--- config.mk ---
export PLATFORM = sky130hd
export DESIGN_NAME = ex_div_unit_flat
export DESIGN_NICKNAME = d
export VERILOG_FILES = /design/src/rtl/ex_div_unit_pkg.sv /design/src/rtl/ex_div_unit_if.sv /design/src/rtl/ex_div_unit_step.sv /design/src/rtl/ex_div_unit.sv /design/src/flat_wrapper.sv
export SDC_FILE = /design/constraint.sdc
export NUM_CORES = 1
export LEC_CHECK = 0
export CORE_MARGIN = 3
export CORE_UTILIZATION = 50
export CTS_CLUSTER_SIZE = 14
export DETAILED_ROUTE_END_ITERATION = 10
export PLACE_DENSITY = 0.74
export SLEW_MARGIN = 20
export SYNTH_ARGS = -nofsm -noshare
export SYNTH_HDL_FRONTEND = slang
export SYNTH_HIERARCHICAL = 1
export SYNTH_SLANG_ARGS = --single-unit
--- constraint.sdc ---
create_clock -name clk_i -period 3.6 [get_ports clk_i]
set_clock_uncertainty 0.15 [all_clocks]
set_input_delay 0.36 -clock clk_i [delete_from_list [all_inputs] [get_ports clk_i]]
set_output_delay 0.36 -clock clk_i [all_outputs]
set_load 0.1 [all_outputs]
--- src/rtl/ex_div_unit_pkg.sv ---
// Shared constants for the EX-stage divider: data width, FUNC3 encodings,
// FSM state codes and two's-complement helper functions.
package ex_div_unit_pkg;

    localparam int XLEN  = 32;
    localparam int CNT_W = $clog2(XLEN);

    // RV32M divide FUNC3 encodings
    localparam logic [2:0] F3_DIV  = 3'b100;
    localparam logic [2:0] F3_DIVU = 3'b101;
    localparam logic [2:0] F3_REM  = 3'b110;
    localparam logic [2:0] F3_REMU = 3'b111;

    // Divider FSM state codes
    localparam logic [1:0] ST_IDLE = 2'd0;
    localparam logic [1:0] ST_ITER = 2'd1;
    localparam logic [1:0] ST_FIX  = 2'd2;

    localparam logic [XLEN-1:0] ONE_W     = {{(XLEN-1){1'b0}}, 1'b1};
    localparam logic [XLEN-1:0] ALL_ONES  = {XLEN{1'b1}};
    localparam logic [XLEN-1:0] MIN_NEG   = {1'b1, {(XLEN-1){1'b0}}};
    localparam logic [XLEN-1:0] ZERO_W    = {XLEN{1'b0}};

    // Two's-complement negation
    function automatic logic [XLEN-1:0] neg_val(input logic [XLEN-1:0] v);
        neg_val = (~v) + ONE_W;
    endfunction

    // Magnitude of a value; only negative values of a signed op are flipped.
    // abs(MIN_NEG) wraps to MIN_NEG, which is the correct unsigned magnitude.
    function automatic logic [XLEN-1:0] abs_val(input logic [XLEN-1:0] v,
                                                input logic            is_signed);
        if (is_signed && v[XLEN-1]) begin
            abs_val = neg_val(v);
        end else begin
            abs_val = v;
        end
    endfunction

endpackage

--- src/rtl/ex_div_unit_if.sv ---
// EX-stage divider handshake: operands/control from the pipeline, status and
// result back. The pipeline side uses master, the divider uses slave.
interface ex_div_unit_if;

    logic                                start;
    logic                                flush;
    logic [2:0]                          func3;
    logic [ex_div_unit_pkg::XLEN-1:0]    operand_a;
    logic [ex_div_unit_pkg::XLEN-1:0]    operand_b;
    logic                                busy;
    logic                                done;
    logic [ex_div_unit_pkg::XLEN-1:0]    result;
    logic                                stall;

    modport master (
        output start, flush, func3, operand_a, operand_b,
        input  busy, done, result, stall
    );

    modport slave (
        input  start, flush, func3, operand_a, operand_b,
        output busy, done, result, stall
    );

endinterface

--- src/rtl/ex_div_unit_step.sv ---
// One restoring-division iteration on magnitudes: shift the next dividend bit
// into the partial remainder, subtract the divisor when it fits.
module div_step
    import ex_div_unit_pkg::*;
(
    input  logic [XLEN-1:0] rem_i,
    input  logic [XLEN-1:0] quo_i,
    input  logic [XLEN-1:0] divisor_i,
    output logic [XLEN-1:0] rem_o,
    output logic [XLEN-1:0] quo_o
);

    logic [XLEN:0] rem_sh_s;
    logic [XLEN:0] trial_s;
    logic          ge_s;

    // Shift-subtract; a set top bit of the shifted remainder always exceeds the divisor
    always_comb begin
        rem_sh_s = {rem_i, quo_i[XLEN-1]};
        trial_s  = rem_sh_s - {1'b0, divisor_i};
        ge_s     = rem_sh_s[XLEN] | ~trial_s[XLEN];
        if (ge_s) begin
            rem_o = trial_s[XLEN-1:0];
            quo_o = {quo_i[XLEN-2:0], 1'b1};
        end else begin
            rem_o = rem_sh_s[XLEN-1:0];
            quo_o = {quo_i[XLEN-2:0], 1'b0};
        end
    end

endmodule

--- src/rtl/ex_div_unit.sv ---
// Iterative radix-2 RV32M divider (DIV/DIVU/REM/REMU) for the EX stage.
// Holds the pipeline through STALL and returns a registered result with a
// one-cycle DONE pulse. Optional macro DIV_EARLY_OUT_EN lets divide-by-zero
// and signed overflow skip the iterations and finish in the next cycle.
module ex_div_unit
    import ex_div_unit_pkg::*;
(
    input  logic           clk_i,
    input  logic           rst_n_i,
    ex_div_unit_if.slave   bus
);

`ifdef DIV_EARLY_OUT_EN
    localparam logic EARLY_OUT = 1'b1;
`else
    localparam logic EARLY_OUT = 1'b0;
`endif

    localparam logic [CNT_W-1:0] CNT_LAST = CNT_W'(XLEN - 1);
    localparam logic [CNT_W-1:0] CNT_ONE  = {{(CNT_W-1){1'b0}}, 1'b1};
    localparam logic [CNT_W-1:0] CNT_ZERO = {CNT_W{1'b0}};

    logic [1:0]       state_q, state_d;
    logic [CNT_W-1:0] cnt_q, cnt_d;
    logic [XLEN-1:0]  rem_q, rem_d;
    logic [XLEN-1:0]  quo_q, quo_d;
    logic [XLEN-1:0]  dvs_q, dvs_d;
    logic [XLEN-1:0]  a_orig_q, a_orig_d;
    logic             neg_q_q, neg_q_d;
    logic             neg_r_q, neg_r_d;
    logic             rem_sel_q, rem_sel_d;
    logic             div0_q, div0_d;
    logic             ovf_q, ovf_d;
    logic             done_q, done_d;
    logic [XLEN-1:0]  result_q, result_d;

    logic             busy_s;
    logic             accept_s;
    logic             signed_op_s;
    logic             div0_s;
    logic             ovf_s;
    logic [XLEN-1:0]  step_rem_s;
    logic [XLEN-1:0]  step_quo_s;
    logic [XLEN-1:0]  fix_res_s;

    assign busy_s      = (state_q != ST_IDLE);
    assign accept_s    = bus.start & ~busy_s & ~done_q & ~bus.flush;
    // All divide encodings have bit 2 set; bit 0 clear marks the signed forms
    assign signed_op_s = bus.func3[2] & ~bus.func3[0];
    assign div0_s      = (bus.operand_b == ZERO_W);
    assign ovf_s       = signed_op_s & (bus.operand_a == MIN_NEG) & (bus.operand_b == ALL_ONES);

    assign bus.busy    = busy_s;
    assign bus.done    = done_q;
    assign bus.result  = result_q;
    assign bus.stall   = busy_s | (bus.start & ~done_q & ~bus.flush);

    div_step u_step (
        .rem_i     (rem_q),
        .quo_i     (quo_q),
        .divisor_i (dvs_q),
        .rem_o     (step_rem_s),
        .quo_o     (step_quo_s)
    );

    // Final result: architectural special cases first, then sign correction
    always_comb begin
        fix_res_s = quo_q;
        if (div0_q) begin
            fix_res_s = rem_sel_q ? a_orig_q : ALL_ONES;
        end else if (ovf_q) begin
            fix_res_s = rem_sel_q ? ZERO_W : MIN_NEG;
        end else if (rem_sel_q) begin
            fix_res_s = neg_r_q ? neg_val(rem_q) : rem_q;
        end else begin
            fix_res_s = neg_q_q ? neg_val(quo_q) : quo_q;
        end
    end

    // Next-state logic for the FSM and the divide datapath
    always_comb begin
        state_d   = state_q;
        cnt_d     = cnt_q;
        rem_d     = rem_q;
        quo_d     = quo_q;
        dvs_d     = dvs_q;
        a_orig_d  = a_orig_q;
        neg_q_d   = neg_q_q;
        neg_r_d   = neg_r_q;
        rem_sel_d = rem_sel_q;
        div0_d    = div0_q;
        ovf_d     = ovf_q;
        done_d    = 1'b0;
        result_d  = result_q;
        if (bus.flush) begin
            // Redirect kills whatever is in flight; RESULT keeps its old value
            state_d = ST_IDLE;
        end else begin
            case (state_q)
                ST_IDLE: begin
                    if (accept_s) begin
                        cnt_d     = CNT_ZERO;
                        rem_d     = ZERO_W;
                        quo_d     = abs_val(bus.operand_a, signed_op_s);
                        dvs_d     = abs_val(bus.operand_b, signed_op_s);
                        a_orig_d  = bus.operand_a;
                        neg_q_d   = signed_op_s & (bus.operand_a[XLEN-1] ^ bus.operand_b[XLEN-1]);
                        neg_r_d   = signed_op_s & bus.operand_a[XLEN-1];
                        rem_sel_d = bus.func3[1];
                        div0_d    = div0_s;
                        ovf_d     = ovf_s;
                        state_d   = (EARLY_OUT && (div0_s || ovf_s)) ? ST_FIX : ST_ITER;
                    end else begin
                        state_d = ST_IDLE;
                    end
                end
                ST_ITER: begin
                    rem_d = step_rem_s;
                    quo_d = step_quo_s;
                    cnt_d = cnt_q + CNT_ONE;
                    if (cnt_q == CNT_LAST) begin
                        state_d = ST_FIX;
                    end else begin
                        state_d = ST_ITER;
                    end
                end
                ST_FIX: begin
                    result_d = fix_res_s;
                    done_d   = 1'b1;
                    state_d  = ST_IDLE;
                end
                default: begin
                    state_d = ST_IDLE;
                end
            endcase
        end
    end

    // State and datapath registers, cleared asynchronously
    always_ff @(posedge clk_i or negedge rst_n_i) begin
        if (!rst_n_i) begin
            state_q   <= ST_IDLE;
            cnt_q     <= CNT_ZERO;
            rem_q     <= ZERO_W;
            quo_q     <= ZERO_W;
            dvs_q     <= ZERO_W;
            a_orig_q  <= ZERO_W;
            neg_q_q   <= 1'b0;
            neg_r_q   <= 1'b0;
            rem_sel_q <= 1'b0;
            div0_q    <= 1'b0;
            ovf_q     <= 1'b0;
            done_q    <= 1'b0;
            result_q  <= ZERO_W;
        end else begin
            state_q   <= state_d;
            cnt_q     <= cnt_d;
            rem_q     <= rem_d;
            quo_q     <= quo_d;
            dvs_q     <= dvs_d;
            a_orig_q  <= a_orig_d;
            neg_q_q   <= neg_q_d;
            neg_r_q   <= neg_r_d;
            rem_sel_q <= rem_sel_d;
            div0_q    <= div0_d;
            ovf_q     <= ovf_d;
            done_q    <= done_d;
            result_q  <= result_d;
        end
    end

endmodule

--- src/flat_wrapper.sv ---
// flat-port wrapper written by rule: the top's interface ports become plain ports
module ex_div_unit_flat import ex_div_unit_pkg::*;
  (clk_i, rst_n_i, bus_start, bus_flush, bus_func3, bus_operand_a, bus_operand_b, bus_busy, bus_done, bus_result, bus_stall);
  ex_div_unit_if bus_i ();
  input  logic clk_i;
  input  logic rst_n_i;
  input wire logic [$bits(bus_i.start)-1:0] bus_start;
  input wire logic [$bits(bus_i.flush)-1:0] bus_flush;
  input wire logic [$bits(bus_i.func3)-1:0] bus_func3;
  input wire logic [$bits(bus_i.operand_a)-1:0] bus_operand_a;
  input wire logic [$bits(bus_i.operand_b)-1:0] bus_operand_b;
  output wire logic [$bits(bus_i.busy)-1:0] bus_busy;
  output wire logic [$bits(bus_i.done)-1:0] bus_done;
  output wire logic [$bits(bus_i.result)-1:0] bus_result;
  output wire logic [$bits(bus_i.stall)-1:0] bus_stall;
  assign bus_i.start = bus_start;
  assign bus_i.flush = bus_flush;
  assign bus_i.func3 = bus_func3;
  assign bus_i.operand_a = bus_operand_a;
  assign bus_i.operand_b = bus_operand_b;
  assign bus_busy = bus_i.busy;
  assign bus_done = bus_i.done;
  assign bus_result = bus_i.result;
  assign bus_stall = bus_i.stall;
  ex_div_unit u_core (.clk_i(clk_i), .rst_n_i(rst_n_i), .bus(bus_i));
endmodule
==> flow_summary.yaml <==
timing:
  tns_ns: 0
  drv_slew: 0
  layout_min_cycle_time_ns: 3.46
  period_share_pct: 96.0
  setup_viol: 0
  max_freq_mhz: 289
  worst_pin_slew_ns: 0.991
  slew_headroom_pct: 33.7
  worst_slack_ns: 0.143
  hold_viol: 0
global_routing:
  grt-ovfl-total: 0
  grt_usage_pct: 27.1
  grt_pass1_vias: 11100
  grt_max_degree: 77
  grt_pass1_wl_um: 58100
  antenna_found_initial: 0
hold_path:
  worstHoldPathType: "reg -> reg"
  worstHoldEndpoint: "u_core/a_orig_q[12]"
  worstHoldPathCells: 2
  min_from: "u_core/a_orig_q[12]"
die:
  pin_count: 106
  die-area_mm2: 0.0267
  core_region_area_mm2: 0.0239
  die_h_um: 163
  std_cell_rows: 56
  initial_utilization_pct: 51.8
  fp.dieW_um: 163
yosys:
  synth_area_mm2: 0.0124
  synth_flop_cell: "dfrtp_1"
  synth.distinct_cells: 79
  synthArstFlopShare_pct: 100
  synth-seq-cells: 173
  postSynthCellCount: 1497
  ys.warnings.count: 6
  synth_edf_count: 0
  ys_seq_area_share_pct: 35.0
  synth.avg_cell_area_um2: 8.26
  syn_nets: 1608
detailed_routing:
  drt_iter0_markers: 1089
  routedWlPerCell_um: 19.0
  wl_um: 35700
  viasPerCell: 6.10
  ant_nets: 0
  drt-pass1-iter-count: 6
  drc: 0
  num_vias: 11500
setup_path:
  crit_type: "reg -> reg"
  regToRegEndpoint: "u_core/rem_q[3]"
  cp-end-kind: "register"
  required_ns: 3.77
  cp.arrival_ns: 3.63
  cp_max_fo: 37
  rr_worst_depth: 13
  worstSetupStartpointType: "register"
  r2r_start: "u_core/quo_q[31]"
  ff2ff_setup_slack_ns: 0.14
cells_and_area:
  syn_to_final_growth_pct: 15.0
  nFillCells: 2133
  finish.instance_area_mm2: 0.0142
  diodes: 0
  finalNetCount: 1659
  post-route-util_pct: 59.5
  drive_above_1_share_pct: 6.85
place:
  numPortBuffers: 105
  placed_area_mm2: 0.0136
  place_ws_ns: 0.165
  gp_congestion: 0.919
  place_hpwl_um: 26400
power_and_ir_drop:
  leakagePower_uw: 0.00603
  vdd_drop_max_uv: 397
  powerDensity_mw_per_mm2: 731
  finalPower_uw: 10400
status:
  status: "complete, no violations"
clock_tree:
  clkTransAtPathRegs_ns: 0.07
  clk_latency_ns: 0.44
  clockBufferDepth: 2
  cts.sinks: 173
  cts.htree.levels: 4
  cts_tree: "built"
  cts-root-buf: "clkbuf_16"
  cts_buffers: 17
job:
  max-cap-violations: 0
[per-layer routing]
metal	part of all wire [%]	up-vias	track usage [%]
met2	47	471	43.7
met5	0	-	0
li1	-	5457	-
met1	43	5478	36.6
met3	7.7	70	5.63
met4	2.7	0	8.57
[sequential cells by signal (all words and copies together) (netlist names), 2 cells and up]
register / count
u_core/cnt_q: 5
u_core/a_orig_q: 32
u_core/rem_q: 32
u_core/state_q: 2
u_core/bus.result: 32
u_core/dvs_q: 32
u_core/quo_q: 32
[Yosys cell counts, types with 9 or more instances]
master    number  area share (%)
o31ai_1       32             1.9
nand4_1       22             1.1
xnor2_1       70             5.0
clkbuf_1      67             2.0
nand2_1      208             6.3
and3_1         9            0.46
xor2_1        71             5.0
a21o_1        23             1.4
a31oi_1       16            0.81
nor2_1       110             3.3
a21oi_1      100             4.0
ha_1          39             3.9
dfrtp_1      173              35
or3_1         45             2.3
inv_1         56             1.7
o41ai_1       19             1.3
o21ai_0      137             5.5
nor4_1        13            0.66
o22ai_1       19            0.96
o21ai_1       15            0.61
nand3_1       12            0.49
o221ai_1       9            0.64
nor3_1        14            0.57
or4_1         13            0.79
nor2b_1       10            0.51
a22o_1        32             2.3
buf_4         34             2.1
[kinds of logic (layout without fill, tap and decap cells)]
| logic type | Yosys count | count (layout) | share of synthesized area (%) |
|---|---|---|---|
| fa+ha+maj | 40 | 40 | 4.11 |
| xor+xnor | 141 | 141 | 9.98 |
| compound gates | 468 | 468 | 24.6 |
| buf+inv | 172 | 236 | 6.45 |
| simple gates | 490 | 490 | 18.6 |
| mux | 13 | 13 | 1.28 |
| flops | 173 | 173 | 35.0 |
[area by class of cell]
class	instances	area, um2	area share, %
Sequential cell	173	4330	30.5
Clock buffer	19	453	3.19
Inverter	58	218	1.53
Timing Repair Buffer	146	1390	9.74
Tap cell	319	399	2.81
Multi-Input combinational cell	1152	7260	51.1
Clock inverter	13	168	1.18
[per-stage QoR]
step,instances,hold WS [ns]
detailed placement,1846,0.269
CTS,1879,0.327
floorplan,1497,-0.0856
global placement,1846,0.266
global route,1880,0.350
finish,1880,0.325
[cell usage in the layout, fill, tap and decap left out, types with 22 or more instances in the layout]
cell and n:
xnor2_1 70, a22o_1 32, or3_1 45, a21oi_1 100, nor2_1 108, xor2_1 71
buf_4 39, inv_1 56, ha_1 39, clkdlybuf4s50_1 103, nand2_1 207, a21o_1 23
nand4_1 22, dfrtp_1 172, o21ai_0 137, o31ai_1 32
[how the worst max path moves through the flow]
stage | start | to | slack [ns] | cells after the start
detailed placement | u_core/quo_q[31] | u_core/rem_q[3] | 0.16 | 12
floorplan | u_core/quo_q[31] | u_core/rem_q[4] | 0.49 | 12
CTS | u_core/rem_q[0] | u_core/rem_q[3] | 0.13 | 11
global route | u_core/quo_q[31] | u_core/rem_q[3] | -0.008 | 13
finish | u_core/quo_q[31] | u_core/rem_q[3] | 0.14 | 13
global placement | u_core/quo_q[31] | u_core/rem_q[3] | 0.22 | 12
[critical path: stages (launching register included)]
cell	delay (ns)
dfrtp_1	0.35
inv_1	0.04
ha_1	0.21
fa_1	0.40
nand2b_1	0.18
a21oi_1	0.25
o311ai_2	0.21
a211oi_2	0.24
buf_4	0.16
nor3b_2	0.06
o31ai_4	0.29
buf_12	0.24
mux2_1	0.35
a22o_1	0.20
[where the power goes]
group / switching [uW] / internal [uW] / total, uW
Combinational: 3100 / 2260 / 5360
Clock: 862 / 1090 / 1950
Sequential: 642 / 2440 / 3080
[timing repair]
action | 4_1_cts | 5_1_grt
endpoints found under the setup margin | 0 | 10
gates resized for setup | 0 | 1
setup buffers | 0 | 1
hold buffers | 1 | 0
endpoints found under the hold margin | 64 | 0
Note: power is estimated with default switching activity, not from simulation.
